--- config.mk ---
export PLATFORM = sky130hd
export DESIGN_NAME = led_pattern_sequencer
export DESIGN_NICKNAME = d
export VERILOG_FILES = /design/src/rtl/led_pattern_sequencer.sv
export SDC_FILE = /design/constraint.sdc
export NUM_CORES = 1
export LEC_CHECK = 0
export ABC_AREA = 1
export BUFFER_PORTS_ARGS = -buffer_cell sky130_fd_sc_hd__buf_4
export CAP_MARGIN = 20
export CORE_UTILIZATION = 50
export CTS_CLUSTER_SIZE = 24
export DETAILED_ROUTE_END_ITERATION = 6
export PLACE_DENSITY_LB_ADDON = 0.25
export SLEW_MARGIN = 0
export SYNTH_ARGS = -nofsm -noshare
export SYNTH_HDL_FRONTEND = slang
export SYNTH_SLANG_ARGS = --single-unit
--- constraint.sdc ---
create_clock -name clk -period 2.2 [get_ports clk]
set_clock_uncertainty 0.05 [all_clocks]
set_input_delay 0.11 -clock clk [delete_from_list [all_inputs] [get_ports clk]]
set_output_delay 0.11 -clock clk [all_outputs]
set_load 0.03 [all_outputs]
--- src/rtl/led_pattern_sequencer.sv ---
// Steps the LED decoder through its 20 {cfg, idx} positions, either on a
// programmable timer (RUN) or on single-step pulses (STOP).
module led_pattern_sequencer #(
    parameter int TICK_DIV = 100_000_000
) (
    input  logic       clk,
    input  logic       rst,
    input  logic       run,
    input  logic       step,
    input  logic       dir,
    output logic [3:0] bcd,
    output logic       mode,
    output logic       select,
    output logic       running,
    output logic       adv,
    output logic       wrap
);

    localparam int CNT_W = (TICK_DIV > 1) ? $clog2(TICK_DIV) : 1;
    localparam logic [CNT_W-1:0] TERM = CNT_W'(TICK_DIV - 1);

    typedef enum logic {
        STOP = 1'b0,
        RUN  = 1'b1
    } state_t;

    state_t           state, state_nxt;
    logic [CNT_W-1:0] cnt, cnt_nxt;
    logic [2:0]       idx, idx_nxt;
    logic [1:0]       cfg, cfg_nxt;
    logic             adv_nxt;
    logic             wrap_nxt;

    function automatic logic [3:0] bcd_of(input logic [2:0] i);
        case (i)
            3'd0:    bcd_of = 4'd0;
            3'd1:    bcd_of = 4'd1;
            3'd2:    bcd_of = 4'd2;
            3'd3:    bcd_of = 4'd4;
            default: bcd_of = 4'd8;
        endcase
    endfunction

    // Leaving RUN takes priority over a terminal count in the same cycle,
    // and a run request in STOP swallows any coincident step.
    always_comb begin
        state_nxt = state;
        cnt_nxt   = cnt;
        adv_nxt   = 1'b0;
        case (state)
            STOP: begin
                if (run) begin
                    state_nxt = RUN;
                    cnt_nxt   = '0;
                end else if (step) begin
                    adv_nxt = 1'b1;
                end
            end
            RUN: begin
                if (!run) begin
                    state_nxt = STOP;
                    cnt_nxt   = '0;
                end else if (cnt == TERM) begin
                    cnt_nxt = '0;
                    adv_nxt = 1'b1;
                end else begin
                    cnt_nxt = cnt + CNT_W'(1);
                end
            end
            default: begin
                state_nxt = STOP;
                cnt_nxt   = '0;
            end
        endcase
    end

    always_comb begin
        idx_nxt  = idx;
        cfg_nxt  = cfg;
        wrap_nxt = 1'b0;
        if (adv_nxt) begin
            if (!dir) begin
                if (idx < 3'd4) begin
                    idx_nxt = idx + 3'd1;
                end else begin
                    idx_nxt  = 3'd0;
                    cfg_nxt  = cfg + 2'd1;
                    wrap_nxt = (cfg == 2'd3);
                end
            end else begin
                if (idx > 3'd0) begin
                    idx_nxt = idx - 3'd1;
                end else begin
                    idx_nxt  = 3'd4;
                    cfg_nxt  = cfg - 2'd1;
                    wrap_nxt = (cfg == 2'd0);
                end
            end
        end
    end

    always_ff @(posedge clk) begin
        if (rst) begin
            state   <= STOP;
            cnt     <= '0;
            idx     <= 3'd0;
            cfg     <= 2'd0;
            bcd     <= 4'd0;
            running <= 1'b0;
            adv     <= 1'b0;
            wrap    <= 1'b0;
        end else begin
            state   <= state_nxt;
            cnt     <= cnt_nxt;
            idx     <= idx_nxt;
            cfg     <= cfg_nxt;
            bcd     <= bcd_of(idx_nxt);
            running <= (state_nxt == RUN);
            adv     <= adv_nxt;
            wrap    <= wrap_nxt;
        end
    end

    assign mode   = cfg[1];
    assign select = cfg[0];

endmodule

Yosys cells after proc, flatten, opt, wreduce, memory -nomap -nowiden
Cells that the tools add are included.
{ "op_classes": {"eq_ne": 8, "n_reduce_logical": 4, "div": 0, "add_sub_neg": 5, "order_cmp": 2, "n_mux": 21, "n_shift": 0, "bitwise": 2, "n_mul": 0} }
{ "op_table": {"columns": ["op", "count"], "rows": [
  ["$mux 27", 3],
  ["$pmux 27 s2", 1],
  ["$add 27x1->27 const B", 1],
  ["$eq 27x27->1 const B", 1],
  ["$pmux 4 s4", 1],
  ["$mux 3", 4],
  ["$mux 1", 8],
  ["$eq 3x2->1 const B", 2],
  ["$mux 2", 3],
  ["$ne 2x2->1 const B", 3],
  ["$add 3x1->3 const B", 1],
  ["$eq 3x1->1 const B", 1],
  ["$gt 3x1->1 const B", 1],
  ["$logic_not 3->1", 1],
  ["$lt 3x3->1 const B", 1],
  ["$reduce_and 3->1", 1],
  ["$sub 3x1->3 const B", 1],
  ["$add 2x1->2 const B", 1],
  ["$eq 2x2->1 const B", 1],
  ["$logic_not 2->1", 1],
  ["$not 1->1", 2],
  ["$pmux 1 s2", 1],
  ["$reduce_or 2->1", 1],
  ["$sub 2x1->2 const B", 1]
]} }
{ "word_totals": {"memories": 0, "ram_bits": 0, "reg_bits": 39, "mem_bits_ro": 0, "in_bits": 5, "elab_cells": 49, "out_inout_bits": 9, "latchBits": 0} }

Depth between registers and ports, before layout
Gate-level depths: netlist of run 1.
{ "depth": {"ltp_word": 7, "ltp_mapped": 11, "depth_no_buf": 11} }

Worst setup path after synthesis of run 1
OpenSTA, ideal clock, no wires.
{ "synth_path": {"kind": "register to register", "startpoint": "reg cnt[0]", "endpoint": "reg bcd[0]", "n_path_buf": 0, "path_slack_ns": 0.668, "stages_incl_launch_ff": 11, "period_less_slack_ns": 1.532, "arrival_ns": 1.367, "path_cell_list": "dfxtp_1 > ha_1 > nand3_2 > inv_2 > nand2_4 > nor2_8 > nand3_4 > nand2_4 > nand2_1 > nand3_1 > nor2_1"} }
{ "synth_between": {"elab_chain_len": 7, "word_cells_on_any_way": 10, "classes_between": "eq/ne (4); mux (5); reduce/logical (1)"} }
{ "synth_lines": {"columns": ["item", "line", "source"], "rows": [
  ["start, declared", "28", "logic [CNT_W-1:0] cnt, cnt_nxt;"],
  ["start signal, assigned", "114", "cnt <= cnt_nxt;"],
  ["$eq 27x27->1 (*)", "63", "end else if (cnt == TERM) begin"],
  ["$mux 1 (*)", "63", null],
  ["$mux 1 (*)", "60", "if (!run) begin"],
  ["$pmux 1 s2 (*)", "50", "case (state)"],
  ["$mux 3 (*)", "81", "if (adv_nxt) begin"],
  ["$eq 3x2->1, or another cell as far along", "35", "case (i)"],
  ["$pmux 4 s4 (*)", "35", null],
  ["end signal, assigned", "117", "bcd <= bcd_of(idx_nxt);"],
  ["end, declared", "11", "output logic [3:0] bcd,"]
]} }
Mark *: on every way between the ends. The rest lies on a longest branch, timed or not.
A chain may end at the register's enable or synchronous reset.

Worst setup path in the final report of run 1
{ "layout_path": {"startpoint": "reg cnt[0]", "endpoint": "reg cnt[13]"} }
{ "layout_between": {"elab_chain_len": 4, "word_cells_on_any_way": 5, "classes_between": "add/sub (1); eq/ne (1); mux (3)"} }
{ "layout_lines": {"columns": ["item", "line"], "rows": [
  ["$add 27x1->27 / $eq 27x27->1 (equally long branches)", "67, 63"],
  ["$mux 27 (*)", "63"],
  ["$mux 27 (*)", "60"],
  ["$pmux 27 s2 (*)", "50"]
]} }
Marked as above.

==> results of run 1 <==
==> registers in the layout, indices dropped and copies added, names as in the netlist <==
name   flops
cnt       27
adv        1
state      1
idx        3
wrap       1
bcd        4
cfg        2
==> metrics by stage <==
step / setup WS, ns / hold slack (ns)
after floorplan: 0.668 / 0.167
after global placement: 0.525 / 0.300
after detailed placement: 0.465 / 0.316
after CTS: 0.437 / 0.00331
after global routing: 0.254 / 0.00180
final: 0.429 / 0.00629
==> routing by layer <==
metal  track usage  vias to the layer above  share of wire
met5             0                        -              0
met4        0.0844                        0          0.018
met3        0.0606                        8          0.050
met2         0.346                       49           0.45
met1         0.291                      989           0.48
li1              -                     1173              -
==> critical path: cells and delay by family, from the launching register on <==
kind	cells	cell delay [ns]
compound gates	2	0.44
fa+ha+maj	1	0.24
buf+inv	2	0.25
flops	1	0.35
simple gates	4	0.34
==> report_power, final <==
group / total [W] / switching, W / leakage [nW] / internal, W
Sequential: 0.000727 / 0.00000838 / 0.316 / 0.000718
Combinational: 0.000148 / 0.0000979 / 0.742 / 0.0000505
Clock: 0.000494 / 0.000249 / 0.0470 / 0.000246
==> Yosys cell counts, drive strengths merged <==
master	number
a21oi	29
a22oi	2
a31o	1
a31oi	1
buf	2
clkbuf	6
dfxtp	39
ha	4
inv	45
nand2	123
nand3	33
nand3b	1
nand4	5
nor2	42
nor3	9
o21ai	13
or2	1
xnor2	2
xor2	3
==> cell families (layout without fill, tap and decap cells) <==
| logic type | after synthesis | count (layout) | share of synthesized area |
|---|---|---|---|
| buffers and inverters | 53 | 67 | 0.0903 |
| DFF | 39 | 39 | 0.335 |
| and+or+nand+nor | 214 | 214 | 0.426 |
| adders and majority gates | 4 | 4 | 0.0215 |
| xor gates and xnor gates | 5 | 5 | 0.0188 |
| AOI/OAI and AO/OA | 46 | 46 | 0.108 |
==> worst min path at each step <==
stage	endpoint	startpoint	depth (start not counted)	slack, ns
detailed placement	state$_SDFF_PP0_	run	3	0.32
CTS	state$_SDFF_PP0_	run	3	0.003
global route	state$_SDFF_PP0_	run	3	0.002
finish	state$_SDFF_PP0_	run	3	0.006
floorplan	state$_SDFF_PP0_	run	2	0.17
global placement	state$_SDFF_PP0_	run	3	0.30
==> area by class of cell <==
type	instances	area, sq um	share of cell area
sequential	39	781	0.304
clock inverter	1	5.00	0.00195
inverter	45	169	0.0658
tap	52	65.1	0.0254
timing repair buffer	15	125	0.0488
multi-input combinational	269	1340	0.522
clock buffer	6	82.6	0.0322
==> layout by cell type (no fill, tap or decap) <==
cell,count
nand2_1,114
dfxtp_1,39
inv_1,38
nor2_1,34
nand3_1,29
a21oi_1,28
buf_4,14
o21ai_0,11
nor3_1,8
inv_2,7
nand2_2,6
clkbuf_8,6
nand4_1,5
nor2_2,4
ha_1,4
nor2_4,3
nand3_2,3
nand2_4,3
xor2_1,3
a22oi_1,2
o21ai_1,2
xnor2_1,2
nor2_8,1
nand3_4,1
a31oi_1,1
a21oi_4,1
nand3b_1,1
nor3_2,1
a31o_2,1
or2_2,1
clkinv_2,1
buf_12,1
==> impl_results.md, run 1 <==
* Fmax at 0.565 GHz
* Die area at 0.00493 sq mm
* Synth Warn # at 0
* Synth area leader: dfxtp_1
* First-pass GRT wire length at 8.71 mm
* Largest net degree at the start of global routing at 27
* Worst VDD drop at 0.000362 V
* Critical R2R Launch: cnt[0]$_SDFFE_PP0P_
* Sequential share of the synthesized area at 0.335
* WS Path Type: flop to flop
* Status: finished, final reports clean
* CP Launch Type: flop
* Avg Cell Area, Syn at 6.45 sq um
* H-tree depth at 2
* Area Overhead vs Synth at 10.3%
* Core Region at 0.00441 sq mm
* Part of the cycle the worst path needs at 0.805
* Fin crit period at 1.77 ns
* Placed cell areas at 0.00248 sq mm
* Slowest cell delay on critical path at 0.35 ns
* Relative slew slack at 0.732
* R2R Setup Slk at 0.43 ns
* # setup viols final at 0
* Buffers on Ports at 13
* Final std cells w/o fill at 427
* Critical path peak fanout at 20
* # nets final at 384
* RSZ-0062 raised after global routing: false
* WP data arrival at 1.94 ns
* Antenna violations before repair at 0
* CP max stage cell: dfxtp_1
* Antenna cells at 0
* Fin Setup TNS at 0 ns
* Worst-skew pair later-pin latency at 0.30 ns
* Max cap viols at 0
* Reg-to-Reg End: cnt[13]$_SDFFE_PP0P_
* Final core occ at 0.581
* CP required at 2.37 ns
* Vias at 2219
* Root Buffer: clkbuf_8
* Starting density of the core at 0.527
* Worst hold path type: input port to flop
* 1st-pass router iterations at 5
* Worst reg-to-reg path cell count at 9
* Post-synth net total at 370
* Post-cts resize count at 0
* Die X-Extent at 70.2 um
* Vias per inst at 5.20
* PnR Total Power at 0.00137 W
* Number of fill cells in the layout at 428
* Area contributors post-synth: dfxtp_1 34%, nand2_1 18%, nand3_1 6.2%
* Clock-pin slew on the worst setup and hold paths at 0.07 ns
* Yosys top cell area share at 0.335
* GPL Wtd Cong at 0.923
* Post-DR wirelength/cell at 12.2 um
* DRC at 0
* Power per cell area at 534 mW/mm^2
* Hold Violations, Final at 0
* CTS tree: done
* Max clock buf depth at 2
* Cells after synthesis at 361
* Num rows at 24
* Cts hold-fix bufs at 0
* CP endpoint: cnt[13]$_SDFFE_PP0P_
* LEAKAGE at 1.10 nW
* Overflow after GRT at 0
* Fin area at 0.00257 sq mm
* Iteration-0 DRC Markers at 194
* Share of cells above drive strength 1 at 0.144
* Final HPWL DP at 3.82 mm
* Fin. max-slew vios at 0
* ANT nets after route at 0
* Die Y at 70.2 um
* Number of global-route vias before repair at 1958
* Cts bufs inserted at 5
* Dpl cells at 420
* GRT Total Usage at 0.222
* Routed WL at 5.22 mm
* Cell Chain, Critical Path: ha_1 > nand3_2 > inv_2 > nand2_4 > nor2_8 > a21oi_4 > buf_12 > nand3_1 > a21oi_1
* CP endpoint kind: flop
* Top-level I/O count at 14
* Cell Area, Synth at 0.00233 sq mm
* Tightest Pin Transition at 0.399 ns
* Post CTS Setup Buffer Count at 0
* CTS sink count at 39
* Post-synthesis cell type count at 31
* Worst setup startpoint: cnt[0]$_SDFFE_PP0P_
* #FFs+latches synth at 39
Power figures use the tool's default switching activity.
==> run 2: changes to the inputs <==
--- a/config.mk
+++ b/config.mk
@@ -5,7 +5,7 @@
 export SDC_FILE = /design/constraint.sdc
 export NUM_CORES = 1
 export LEC_CHECK = 0
-export ABC_AREA = 1
+export ABC_AREA = 0
 export BUFFER_PORTS_ARGS = -buffer_cell sky130_fd_sc_hd__buf_4
 export CAP_MARGIN = 20
 export CORE_UTILIZATION = 50
==> constraint.sdc (replaced) <==
create_clock -name clk -period 1.6 [get_ports clk]
set_clock_uncertainty 0.05 [all_clocks]
set_input_delay 0.08 -clock clk [delete_from_list [all_inputs] [get_ports clk]]
set_output_delay 0.08 -clock clk [all_outputs]
set_load 0.03 [all_outputs]
==> impl_results.md, run 2 <==
* Met3 GRT Util at 0.0493
* Yosys top cell area share at 0.352
* First-pass GRT wire length at 9.82 mm
* Slowest cell delay on critical path at 0.56 ns
* Cell Chain, Critical Path: or4_4 > nor2_2 > nand4_1 > a21oi_2 > mux2_2
* Largest net degree at the start of global routing at 21
* Routed WL at 6.72 mm
* Final HPWL DP at 4.23 mm
* Root Buffer: clkbuf_8
* Core Region at 0.00414 sq mm
* DRC at 0
* Synth Warn # at 0
* Fin crit period at 1.96 ns
* Routing usage on met2 at 0.485
* CP Launch Type: flop
* Ys async rst share at 0
* Relative slew slack at 0.702
* Sequential share of the synthesized area at 0.352
* H-tree depth at 2
* Largest registers: cnt x27, bcd x4, idx x3
* Worst hold path type: input port to flop
* Post-synth top flop: dfxtp_1
* Antenna cells at 0
* Failing checks: setup timing
* Top-level I/O count at 14
* Most common cell in the netlist: dfxtp_1
* Met1 Track Usage GR at 0.365
* GPL Wtd Cong at 0.876
* Iteration-0 DRC Markers at 260
* Most common cell after layout, fill and taps aside: buf_4
* CP endpoint kind: flop
* Post-synthesis cell type count at 53
* 1st-pass router iterations at 5
* Most frequent cells in the layout: 74 x buf_4, 32 x dfxtp_1, 23 x nand2_1
* CTS sink count at 39
* Fin. max-slew vios at 0
* Max cap viols at 0
* Busiest grt layer: met2
* Cell Area, Synth at 0.00222 sq mm
* CP Buf/Inv Count at 0
* Status: finished with violations
* Power per cell area at 673 mW/mm^2
* Die Y at 68.6 um
* CP required at 1.74 ns
* CTS tree: done
* Vias at 2466
* Worst-skew pair later-pin latency at 0.30 ns
* Pre-CTS WS at -0.327 ns
* # nets final at 362
* Max clock buf depth at 2
* Tightest Pin Transition at 0.447 ns
* Clock-pin slew on the worst setup and hold paths at 0.08 ns
* Die area at 0.00471 sq mm
* Buffers on Ports at 13
* LEAKAGE at 1.25 nW
* Synth area leader: dfxtp_1
* Die X-Extent at 68.6 um
* Share of cells above drive strength 1 at 0.384
* Cts bufs inserted at 5
* PnR Total Power at 0.00211 W
* CP max stage cell: or4_4
* Worst VDD drop at 0.000376 V
* Top cells by count, synth: 39 x dfxtp_1, 24 x a21oi_1, 24 x nand2_1, 20 x nor2_1, 18 x a31oi_1
* Hold Violations, Final at 0
* ANT nets after route at 0
* CP delay by family, top: simple AND/OR/NAND/NOR gates
* #FFs+latches synth at 39
* Overflow after GRT at 0
* Vias per inst at 6.10
* Cells after synthesis at 277
* # setup viols final at 37
* WP data arrival at 2.10 ns
* Avg Cell Area, Syn at 8.01 sq um
* Most flops, register: cnt
* Post-synth net total at 286
* Setup ws final at -0.364 ns
* Largest register FFs at 27
* Area Overhead vs Synth at 41.4%
* Num rows at 23
* WS Path Type: flop to flop
* Part of the cycle the worst path needs at 1.23
* GRT Total Usage at 0.283
* Area contributors post-synth: dfxtp_1 35%, a21oi_1 5.4%, a31oi_1 5.1%
* Final core occ at 0.758
* Critical path peak fanout at 3
* Post-DR wirelength/cell at 16.6 um
* Number of global-route vias before repair at 2100
* Starting density of the core at 0.536
* RSZ-0062 raised after global routing: true
* Antenna violations before repair at 0
* Fmax at 0.509 GHz
* Number of synthesized flops with an enable pin at 0
-- run 2: cell type report --
cell class | instances | area [sq um]
clock buffer | 5 | 68.8
fill | 284 | 1000
clock inverter | 3 | 43.8
tap | 50 | 62.6
timing repair buffer | 83 | 648
inverter | 7 | 31.3
sequential | 39 | 792
multi-input combinational | 217 | 1490
-- run 2: repair_timing --
item	4_1_cts	5_1_grt
endpoints found under the setup margin	38	38
endpoints found under the hold margin	5	0
gates cloned	1	0
hold buffers	2	0
resized for setup	15	26
setup buffers	2	2
pin swaps	12	19
-- run 2: power breakdown --
group	internal, W	switching (W)
logic	0.000125	0.000146
clock network	0.000465	0.000381
registers	0.000984	0.0000126
-- run 2: final timing paths --
check | startpoint | to | slack [ns] | cells past startpoint
worst max-delay path | cnt[11]$_SDFFE_PP0P_ | cfg[1]$_SDFFE_PP0P_ | -0.36 | 5
worst min-delay path | run | state$_SDFF_PP0_ | 0.06 | 3
worst min register to register | cnt[16]$_SDFFE_PP0P_ | cnt[16]$_SDFFE_PP0P_ | 0.43 | 1
worst max register to register | cnt[11]$_SDFFE_PP0P_ | cfg[1]$_SDFFE_PP0P_ | -0.36 | 5
-- run 2: through the flow --
step	TNS, ns	instance area, sq um	std cells	hold WS, ns
finish	-9.24	3140	404	0.0559
global route	-12.15	3140	404	0.0664
CTS	-8.07	3040	403	0.0475
detailed placement	-8.23	2850	391	0.300
global placement	-7.43	2850	391	0.282
floorplan	-4.85	2270	277	0.223
-- run 2: worst reg2reg max path: stages, from the launching register on --
cell	delay [ns]
dfxtp_2	0.33
or4_4	0.56
nor2_2	0.20
nand4_1	0.18
a21oi_2	0.19
mux2_2	0.34
-- run 2: cells by family (layout without fill, tap and decap cells) --
kind of cell / Yosys count / after routing / synth area share
compound gates: 81 / 81 / 0.233
xor+xnor: 4 / 4 / 0.0158
fa+ha+maj: 4 / 4 / 0.0225
buf+inv: 21 / 98 / 0.0440
flops: 39 / 39 / 0.352
mux: 5 / 5 / 0.0242
simple gates: 123 / 123 / 0.309
-- run 2: routing by layer --
| layer | vias up | wire length [um] | part of all wire |
|---|---|---|---|
| met5 | - | 0 | 0 |
| met4 | 0 | 164 | 0.024 |
| met3 | 22 | 376 | 0.056 |
| met2 | 97 | 3270 | 0.49 |
| met1 | 1151 | 2910 | 0.43 |
| li1 | 1196 | - | - |
